--- src/rtl/free_list.sv ---
// -----------------------------------------------------------------------------
// free_list
//   Physical-register free list sitting at the consuming end of the ROB retire
//   interface. Up to WAYS retiring packets per cycle push their Told back onto
//   the list, and up to WAYS free registers per cycle are offered to rename as
//   Tnew. An architectural head pointer tracks the allocations that have
//   committed, so a squash returns every speculative allocation in one cycle.
//
// Ports
//   clock         system clock, rising edge
//   reset         asynchronous, active-high reset
//   dispatch_num  registers consumed by rename this cycle (0..3), clipped
//   retire_valid  per-way retire valid, packed from way 0
//   retire_Told   Told of each retiring ROB entry, way k at [k*PR +: PR]
//   squash        flush all speculative allocations at the end of this cycle
//   free_pr       next free registers, way i = entry at head+i
//   avail_num     min(WAYS, count): number of valid free_pr ways
//   empty         count == 0
// -----------------------------------------------------------------------------
module free_list #(
  parameter int PR       = 6,
  parameter int ARCH_NUM = 32,
  parameter int WAYS     = 3,
  parameter int FL_SIZE  = (1 << PR) - ARCH_NUM
) (
  input  logic                 clock,
  input  logic                 reset,
  input  logic [1:0]           dispatch_num,
  input  logic [WAYS-1:0]      retire_valid,
  input  logic [WAYS*PR-1:0]   retire_Told,
  input  logic                 squash,
  output logic [WAYS*PR-1:0]   free_pr,
  output logic [1:0]           avail_num,
  output logic                 empty
);

  localparam int IW = $clog2(FL_SIZE);
  // One extra wrap bit separates the full (count == FL_SIZE) and empty cases.
  localparam int PW = IW + 1;

  logic [PR-1:0] entries [FL_SIZE];

  logic [PW-1:0] head;
  logic [PW-1:0] tail;
  logic [PW-1:0] arch_head;

  logic [PW-1:0] head_nxt;
  logic [PW-1:0] tail_nxt;
  logic [PW-1:0] arch_head_nxt;

  logic [PW-1:0] count;
  logic [PW-1:0] space;
  logic [1:0]    avail;
  logic [1:0]    alloc;
  logic [1:0]    ret_num;
  logic [1:0]    ret_eff;

  // ---------------------------------------------------------------------------
  // Occupancy and allocation view, from registered state only
  // ---------------------------------------------------------------------------
  assign count = tail - head;
  assign space = PW'(FL_SIZE) - count;

  always_comb begin
    avail = count[1:0];
    if (count >= PW'(WAYS)) begin
      avail = 2'(WAYS);
    end
  end

  assign avail_num = avail;
  assign empty     = (count == '0);

  for (genvar g = 0; g < WAYS; g++) begin : g_rd
    logic [IW-1:0] rd_idx;
    assign rd_idx                = head[IW-1:0] + IW'(g);
    assign free_pr[g*PR +: PR]   = entries[rd_idx];
  end

  // Over-requests are clipped to what is actually on offer.
  assign alloc = (dispatch_num < avail) ? dispatch_num : avail;

  // ---------------------------------------------------------------------------
  // Retire side
  // ---------------------------------------------------------------------------
  always_comb begin
    ret_num = '0;
    for (int k = 0; k < WAYS; k++) begin
      ret_num = ret_num + 2'(retire_valid[k]);
    end
  end

  // A protocol-violating overflow is clipped to the free space so the ring
  // never overwrites live entries and the pointer relationship stays intact.
  assign ret_eff = (PW'(ret_num) > space) ? space[1:0] : ret_num;

  assign tail_nxt      = tail + PW'(ret_eff);
  assign arch_head_nxt = arch_head + PW'(ret_eff);

  // On squash the speculative head snaps back to the committed position,
  // including this cycle's retires; dispatch is ignored that cycle.
  assign head_nxt = squash ? arch_head_nxt : head + PW'(alloc);

  // ---------------------------------------------------------------------------
  // State
  // ---------------------------------------------------------------------------
  always_ff @(posedge clock or posedge reset) begin
    if (reset) begin
      head      <= '0;
      arch_head <= '0;
      tail      <= PW'(FL_SIZE);
    end else begin
      head      <= head_nxt;
      arch_head <= arch_head_nxt;
      tail      <= tail_nxt;
    end
  end

  // Reads above only see the old contents, so writes at tail never race a
  // same-cycle allocation; freed registers appear on free_pr one cycle later.
  always_ff @(posedge clock or posedge reset) begin
    if (reset) begin
      for (int i = 0; i < FL_SIZE; i++) begin
        entries[i] <= PR'(ARCH_NUM + i);
      end
    end else begin
      for (int k = 0; k < WAYS; k++) begin
        if (2'(k) < ret_eff) begin
          entries[tail[IW-1:0] + IW'(k)] <= retire_Told[k*PR +: PR];
        end
      end
    end
  end

  // ---------------------------------------------------------------------------
  // Protocol checks
  // ---------------------------------------------------------------------------
`ifndef SYNTHESIS
  always_ff @(posedge clock) begin
    if (!reset) begin
      assert ((PW+1)'(count) + (PW+1)'(ret_num) <= (PW+1)'(FL_SIZE))
        else $error("free_list: retire overflow, count=%0d retires=%0d", count, ret_num);
      assert ((retire_valid & (retire_valid + WAYS'(1))) == '0)
        else $error("free_list: retire_valid not packed from way 0: %b", retire_valid);
    end
  end
`endif

endmodule

--- config.mk ---
export PLATFORM = sky130hd
export DESIGN_NAME = free_list
export DESIGN_NICKNAME = d
export VERILOG_FILES = /design/src/rtl/free_list.sv
export SDC_FILE = /design/constraint.sdc
export NUM_CORES = 1
export LEC_CHECK = 0
export ABC_AREA = 0
export BUFFER_PORTS_ARGS = -buffer_cell sky130_fd_sc_hd__buf_4
export CAP_MARGIN = 20
export CELL_PAD_IN_SITES_DETAIL_PLACEMENT = 1
export CELL_PAD_IN_SITES_GLOBAL_PLACEMENT = 1
export CORE_MARGIN = 1
export CORE_UTILIZATION = 50
export CTS_CLUSTER_DIAMETER = 40
export DETAILED_ROUTE_END_ITERATION = 7
export GPL_TIMING_DRIVEN = 0
export PLACE_DENSITY_LB_ADDON = 0.08
export REMOVE_ABC_BUFFERS = 1
export SLEW_MARGIN = 30
export SYNTH_ARGS = -nofsm -noshare
export SYNTH_HDL_FRONTEND = slang
export SYNTH_SLANG_ARGS = --single-unit
export TNS_END_PERCENT = 10
--- constraint.sdc ---
create_clock -name clock -period 7.6 [get_ports clock]
set_input_delay 0.76 -clock clock [delete_from_list [all_inputs] [get_ports clock]]
set_output_delay 0.76 -clock clock [all_outputs]
set_load 0.02 [all_outputs]
; ---- Word-level counts from Yosys, hierarchy flattened
; Cells that the tools add are included.
[op_classes]
add_sub_neg = 11
magnitude_cmp = 15
mux = 25
bitwise = 6
n_reduce_logical = 4
[op_table]
columns = op, count
row1 = 192-bit bitwise mux, 3
row2 = 192-bit 2-to-1 mux, 3
row3 = 6-bit binary-select mux with 5-bit select, 3
row4 = 6-bit demux with 5-bit select, 3
row5 = 6-bit 2-to-1 mux, 10
row6 = 6-bit greater-or-equal comparator (second input constant), 6
row7 = 5-bit NOT with 6-bit output, 6
row8 = 6-bit by 2-bit adder with 6-bit output, 3
row9 = 6-bit by 1-bit less-than comparator with 1-bit output (second input constant), 3
row10 = 5-bit by 1-bit adder with 5-bit output (second input constant), 2
row11 = 5-bit by 2-bit adder with 5-bit output (second input constant), 2
row12 = 6-bit by 2-bit greater-or-equal comparator with 1-bit output (second input constant), 1
row13 = 2-bit by 6-bit > comparator with 1-bit output, 1
row14 = 6-bit zero test, 1
row15 = 2-bit 2-to-1 mux, 3
row16 = 6-bit subtractor, 1
row17 = 6-bit subtractor (first input constant), 1
row18 = 1-bit by 2-bit less-than comparator with 1-bit output (first input constant), 2
row19 = 1-bit logical AND, 3
row20 = 1-bit by 1-bit adder with 2-bit output, 1
row21 = 2-bit by 1-bit adder with 2-bit output, 1
row22 = 2-bit less-than comparator, 1
row23 = 2-bit less-than comparator (first input constant), 1
[word_totals]
ff_bits = 210
in_bits = 26
output_inout_bits = 21
elab_cells = 96

; ---- Depth between registers and ports, before layout
; Gate-level depths: netlist (run 1).
[depth]
depth_word = 11
depth_mapped = 23
depth_no_buf = 21

; ---- Worst setup path after synthesis (run 1)
; Ideal clock, no wire load.
[synth_path]
path_kind = flip-flop to flip-flop
start = reg head[1]
end = reg head[5]
t_arrival_ps = 4887
t_required_ps = 7464
path_slack_ps = 2577
stages_incl_launch_ff = 23
path_buffers = 3
period_less_slack_ps = 5023
path_cell_list = dfrtp_1 > clkbuf_1 > inv_1 > buf_1 > fa_1 > ha_1 > inv_1 > ha_1 > nor2b_1 > o21ai_0 > a21oi_1 > a22oi_1 > nor3_2 > nor2_2 > inv_2 > buf_2 > ha_1 > a21o_1 > nand2_1 > nor2_1 > xor2_1 > nand2_1 > o21ai_0
[synth_between]
elab_cells_between_ends = 11
[synth_rtl]
columns = element, line
row1 = start: declaration, 43  ; logic [PW-1:0] head;
row2 = start signal: assignment, 113  ; head <= head_nxt;
row3 = 6-bit subtractor (*), 61  ; assign count = tail - head;
row4 = 6-bit subtractor (*), 62  ; assign space = PW'(FL_SIZE) - count;
row5 = 2-bit by 6-bit > comparator with 1-bit output, 95  ; assign ret_eff = (PW'(ret_num) > space) ? space[1:0] : ret_num;
row6 = 2-bit 2-to-1 mux (*), 95
row7 = 6-bit by 2-bit adder with 6-bit output (*), 98  ; assign arch_head_nxt = arch_head + PW'(ret_eff);
row8 = net arch_head_nxt[5], 49  ; logic [PW-1:0] arch_head_nxt;
row9 = 6-bit 2-to-1 mux (*), 102  ; assign head_nxt = squash ? arch_head_nxt : head + PW'(alloc);
row10 = net head_nxt[5], 47  ; logic [PW-1:0] head_nxt;
; Mark *: on every way through the listed nets, which the timed path passes. The rest lies on a longest branch.

; ---- Worst setup path in the final report (run 1)
[layout_path]
start = reg head[3]
end = reg entries[72] in the netlist's numbering
[layout_between]
elab_chain_cells = 10
elab_cells_between_ends = 12
[layout_lines]
columns = element, line
row1 = 6-bit subtractor (*), 61
row2 = 6-bit subtractor (*), 62
row3 = 2-bit by 6-bit > comparator with 1-bit output (*), 95
row4 = 2-bit 2-to-1 mux (*), 95
row5 = 1-bit by 2-bit less-than comparator with 1-bit output, 128  ; if (2'(k) < ret_eff) begin
row6 = 192-bit 2-to-1 mux, 128
row7 = 192-bit bitwise mux, 129  ; entries[tail[IW-1:0] + IW'(k)] <= retire_Told[k*PR +: PR];
row8 = 192-bit 2-to-1 mux, 128
row9 = 192-bit bitwise mux, 129
row10 = 192-bit 2-to-1 mux (*), 128
row11 = end signal: indexed assignment, 124  ; entries[i] <= PR'(ARCH_NUM + i);
row12 = end signal: indexed assignment, 129
row13 = end: declaration, 41  ; logic [PR-1:0] entries [FL_SIZE];
; Every way passes the cells marked *; elsewhere a longest branch is shown, timed or not.

==> results of run 1 <==
-- through the flow --
stage	area [um2]	utilization	hold slack (ns)
floorplan	17160	-	0.4360
global placement	18070	0.5193	0.4527
detailed placement	18730	0.5383	0.4510
CTS	20200	0.5804	0.2098
global route	20210	0.5809	0.2337
finish	20210	0.5809	0.2074
-- Yosys cell counts (6+ instances only) --
master | count | area, um2
nor2_1 | 115 | 431.7
a21oi_2 | 22 | 192.7
a222oi_1 | 64 | 640.6
ha_1 | 19 | 237.7
nor2b_1 | 18 | 112.6
nand3_1 | 13 | 65.06
clkbuf_1 | 132 | 495.5
dfrtp_1 | 97 | 2427
a21oi_1 | 44 | 220.2
buf_1 | 17 | 63.81
dfstp_2 | 113 | 2969
nor4_1 | 110 | 688.2
o31ai_4 | 12 | 255.2
a22o_1 | 8 | 70.07
a221oi_2 | 6 | 90.09
mux2i_1 | 209 | 2092
nand2_1 | 71 | 266.5
a211oi_2 | 20 | 250.2
xor2_1 | 7 | 61.31
xnor2_1 | 18 | 157.7
mux4_2 | 160 | 3603
a21oi_4 | 8 | 130.1
a221oi_1 | 114 | 998.5
inv_1 | 23 | 86.33
o21ai_0 | 34 | 170.2
mux2_2 | 23 | 259.0
-- layer usage --
layer | vias up | track usage
met3 | 135 | 0.08502
li1 | 6351 | -
met5 | - | 0
met1 | 8233 | 0.5535
met4 | 2 | 0.1335
met2 | 929 | 0.6106
-- state kept, by name (all words and copies together), names as in the netlist --
signal,count
arch_head,6
entries,192
head,6
tail,6
-- worst max-delay path, stage by stage, from the launching register on --
cell and delay [ns]:
dfrtp_1 0.73, clkinv_1 0.94, ha_1 0.68, inv_1 0.14
o21ai_0 0.10, a221o_1 0.35, nor4_2 0.59, xor2_2 0.36
nand4_4 0.72, a2111oi_2 1.04, a21oi_1 0.34, a221oi_1 0.38
-- final timing paths --
path,start,to
setup / recovery,head[3]$_DFF_PP0_,entries[72]$_DFF_PP1_
hold / removal,reset,head[2]$_DFF_PP0_
setup reg to reg,head[3]$_DFF_PP0_,entries[72]$_DFF_PP1_
hold reg to reg,arch_head[5]$_DFF_PP0_,arch_head[5]$_DFF_PP0_
max in group asynchronous,reset,entries[2]$_DFF_PP1_
min in group clock,arch_head[5]$_DFF_PP0_,arch_head[5]$_DFF_PP0_
-- layout make-up --
type | count | area share
multi-input cells | 1159 | 0.5836
inverters | 26 | 0.005200
flip-flops and latches | 210 | 0.2675
repair buffers | 73 | 0.04296
well taps | 455 | 0.02816
clock inverters | 21 | 0.01195
clock buffers | 58 | 0.06060
-- cells in the final DEF, fill, tap and decap left out, drive strengths merged, types with 13 or more instances in the layout --
cell    instances
a211oi         24
a21oi          74
a221oi        120
a222oi         64
buf            73
clkbuf         58
dfrtp          97
dfstp         113
ha             19
inv            26
mux2           23
mux2i         209
mux4          160
nand2          72
nand3          13
nor2          116
nor2b          18
nor4          111
o21ai          35
xnor2          19
-- logic make-up (layout without fill, tap and decap cells) --
kind of cell	Yosys count	in the layout	share of synthesized area
adder cells (fa/ha/maj)	24	24	0.01897
AND/OR/NAND/NOR	353	353	0.09844
multiplexers	392	392	0.3344
XOR/XNOR	28	28	0.01504
flip-flops	210	210	0.3030
buffers and inverters	186	178	0.04195
AO/OA/AOI/OAI	362	362	0.1882
==> flow_summary.toml, run 1 <==
[status]
status = "finished, violations left"
violations = "DRC"

[synthesis]
synthFlopType = "dfstp_2"
synth_edf_count = 0
synthCells = 1555
async_reset_ff_frac = 1.000
ys_seq_elements = 210
ys_seq_area_frac = 0.3030
syn_area_um2 = 17810
synth.avg_cell_area_um2 = 11.45
post_synth_num_cell_types = 65
ys_warn_count = 0

[cells_and_area]
fillers = 3529
layout-drive-gt1-share = 0.3594
syn_to_final_growth_pct = 13.51
antenna_cells = 0
stdcell_count = 2002
final_nets = 1563
multi_input_area_um2 = 11800
register_area_um2 = 5408

[sta]
fin_crit_sh = 0.8572
setup_violations = 0
period_needed_ns = 6.515
relSlewSlack = 0.3302
worstMarginPinSlew_ns = 0.9980
tns_ns = 0
fmax_mhz = 153.5
finClkSkew_ns = 0.03272
hold_viol = 0
maxSlewViolCount = 0
rsz0062_at_grt = "false"
final.setup.worst_slack_ns = 1.085

[detailed_routing]
route.met3.wl_mm = 7.069
met1_length_mm = 28.49
vias = 15650
route.detailed.drc = 1
drtIter0Drc = 1885
dr.pass1.iters = 8
drt-total-wl_mm = 70.14
postRouteAntennaNets = 0
viasPerCell = 7.817
routed.top_layer = "met5"
wl_per_cell_um = 35.04
wl_met2_mm = 32.48

[clock_network]
cts_resized = 0
numCtsBuffers = 43
root_buffer = "clkbuf_16"
clock_latency_ns = 0.57
cts.sinks = 210
post_cts_buffers = 0
postCtsHoldBufs = 0
cts_buffer_depth = 3
path_clk_slew_ns = 0.05
ctsHtreeMaxLevel = 2
cts_tree = "yes"

[die]
die_w_um = 190.7
start_util = 0.5117
core_region_area_um2 = 34800
num_io_pins = 47
dieArea_um2 = 36370
num_rows = 68
die_h_um = 190.7

[run]
maxCapViolCount = 0

[setup_path]
crit_path_start_kind = "flip-flop"
cp-end-kind = "flip-flop"
cp.required_ns = 8.03
critPathKind = "flip-flop to flip-flop"
arrival_ns = 6.95
r2r_cells = 11
cp_max_fo = 32
r2r_slack_ns = 1.09

[placement]
port_buffers = 46
place_hpwl_mm = 47.85
place_inst = 1922
dp_slack_ns = 1.588
place.gp.congestion = 0.9423

[global_routing]
grt_pass1_wl_mm = 106.5
grt_pass1_vias = 15970
antenna_found_initial = 1
grt_overflow = 0
gr-usage-all-layers = 0.3962
grt_max_degree = 88

[worst_hold_path]
hp-class = "input port to async pin"
Power of run 1 is not shown: default switching activity piles up to over one toggle a cycle in this logic, so the estimate is an artifact.
==> run 2, diff against run 1 <==
--- a/config.mk
+++ b/config.mk
@@ -8,10 +8,9 @@
 export ABC_AREA = 0
 export BUFFER_PORTS_ARGS = -buffer_cell sky130_fd_sc_hd__buf_4
 export CAP_MARGIN = 20
-export CELL_PAD_IN_SITES_DETAIL_PLACEMENT = 1
-export CELL_PAD_IN_SITES_GLOBAL_PLACEMENT = 1
 export CORE_MARGIN = 1
 export CORE_UTILIZATION = 50
+export CTS_BUF_LIST = sky130_fd_sc_hd__clkbuf_16
 export CTS_CLUSTER_DIAMETER = 40
 export DETAILED_ROUTE_END_ITERATION = 7
 export GPL_TIMING_DRIVEN = 0
==> run 2 against run 1 <==
  * The run still ends with DRC left
  * Critical path type unchanged
  * Cell count rose by 0.15%
  * Sequential cell count did not move
  * First-iteration DRC count rose by 3.3%
  * Highest routed layer unchanged
  * Critical endpoint is now head[5]$_DFF_PP0_
==> flow_summary.toml, run 2 (synthesis gave the netlist of run 1 again) <==
[placement]
dp_slack_ns = 1.197
place.gp.congestion = 0.9019
place_hpwl_mm = 44.61
port_buffers = 46
dpl-instance-area_um2 = 18650

[clock_network]
numCtsBuffers = 46
cts_tree = "yes"
postCtsHoldBufs = 0
cts_buffer_depth = 3
clock_latency_ns = 0.56
cts_resized = 0
post_cts_buffers = 0
cts.sinks = 210
ctsHtreeMaxLevel = 2
root_buffer = "clkbuf_16"
path_clk_slew_ns = 0.05

[die]
dieArea_um2 = 36370
start_util = 0.5117
core_region_area_um2 = 34800
die_h_um = 190.7
num_io_pins = 47
num_rows = 68
die_w_um = 190.7

[setup_path]
cp_slowest_stage_delay_ns = 0.71
reg2reg_to = "head[5]$_DFF_PP0_"
crit_slowest_cell = "inv_1"
setup.worst_path.start = "head[1]$_DFF_PP0_"
cp.required_ns = 8.08
crit_family = "adder cells"
cpMostUsedCell = "ha_1"
arrival_ns = 7.01
reg2reg_from = "head[1]$_DFF_PP0_"
r2r_slack_ns = 1.06
r2r_cells = 20
crit_chain = "inv_1 > fa_1 > ha_1 > inv_1 > ha_1 > nor2b_1 > o21ai_0 > a21oi_1 > a22oi_2 > buf_6 > nor3_2 > nor2_4 > inv_2 > ha_1 > a21o_1 > nand2_1 > nor2_1 > xor2_1 > nand2_1 > o21ai_0"
crit_buf_inv = 4
critPathKind = "flip-flop to flip-flop"
crit_path_start_kind = "flip-flop"
cp_max_fo = 34
cp-end-kind = "flip-flop"

[worst_hold_path]
hp-class = "input port to async pin"

[run]
maxCapViolCount = 0

[sta]
hold_viol = 0
period_needed_ns = 6.537
worstMarginPinSlew_ns = 1.088
relSlewSlack = 0.2700
rsz0062_at_grt = "false"
final.setup.worst_slack_ns = 1.063
finClkSkew_ns = 0.02716
fmax_mhz = 153.0
setup_violations = 0
maxSlewViolCount = 0
fin_crit_sh = 0.8601

[detailed_routing]
wl_per_cell_um = 32.31
drtIter0Drc = 1947
postRouteAntennaNets = 0
drt-total-wl_mm = 64.79
viasPerCell = 7.556
route.detailed.drc = 6
vias = 15150
dr.pass1.iters = 8

[status]
status = "finished, violations left"
violations = "DRC"

[cells_and_area]
final_common_cell = "mux2i_1"
final_cell_mix = "mux2i_1, mux4_2, nor2_1, a221oi_1, dfstp_2"
layout-drive-gt1-share = 0.3602
fillers = 2885
regMostFlops = "entries"
syn_to_final_growth_pct = 13.65
multi_input_area_um2 = 11790
design_area_um2 = 20240
final_nets = 1562
register_area_um2 = 5408
largest_reg_flops = 192

[global_routing]
grt_max_degree = 89
grt_pass1_vias = 14810
antenna_found_initial = 2
grt_pass1_wl_mm = 97.97
gr-usage-all-layers = 0.3627
grt_overflow = 0
-- run 2: changes by cell type in the layout (fill, tap and decap cells not counted), moves of 3 or more --
cell,previous run,this run
buf_4,50,47
inv_1,14,18
clkbuf_8,5,0
clkinv_2,5,8
bufinv_16,4,7
clkinvlp_4,7,10
clkbuf_1,8,0
-- run 2: area by class of cell --
| class | instances | area share |
|---|---|---|
| diodes | 1 | 0.0001236 |
| clock buffers | 46 | 0.05688 |
| clock inverters | 39 | 0.02127 |
| inverters | 26 | 0.005193 |
| multi-input cells | 1159 | 0.5825 |
| flip-flops and latches | 210 | 0.2672 |
| well taps | 455 | 0.02813 |
| repair buffers | 69 | 0.03870 |
-- run 2: per-stage QoR --
step / std cells / utilization / TNS, ns / hold WS (ns)
after CTS: 2004 / 0.5814 / 0 / 0.2402
after floorplan: 1395 / - / -631.83 / 0.4360
after detailed placement: 1919 / 0.5360 / 0 / 0.4502
after global placement: 1896 / 0.5193 / -1730.59 / 0.4526
final: 2005 / 0.5816 / 0 / 0.2372
after global routing: 2004 / 0.5815 / 0 / 0.2571
-- run 2: layer usage --
metal  track usage  vias to the layer above  share of wire
li1              -                     6355              -
met3       0.07361                      113           0.10
met5             0                        -        0.00020
met2        0.5455                      934           0.45
met1        0.5203                     7745           0.42
met4        0.1234                        2          0.033
-- run 2: worst max path at each step --
stage / endpoint / slack (ns) / cells after the start
3_5_place_dp: head[5]$_DFF_PP0_ / 1.20 / 20
5_1_grt: head[5]$_DFF_PP0_ / 0.76 / 20
3_3_place_gp: head[5]$_DFF_PP0_ / -9.18 / 20
4_1_cts: head[5]$_DFF_PP0_ / 1.14 / 20
2_1_floorplan: head[3]$_DFF_PP0_ / -4.10 / 18
6_report: head[5]$_DFF_PP0_ / 1.06 / 20
Power of run 2 is left out for the same reason.
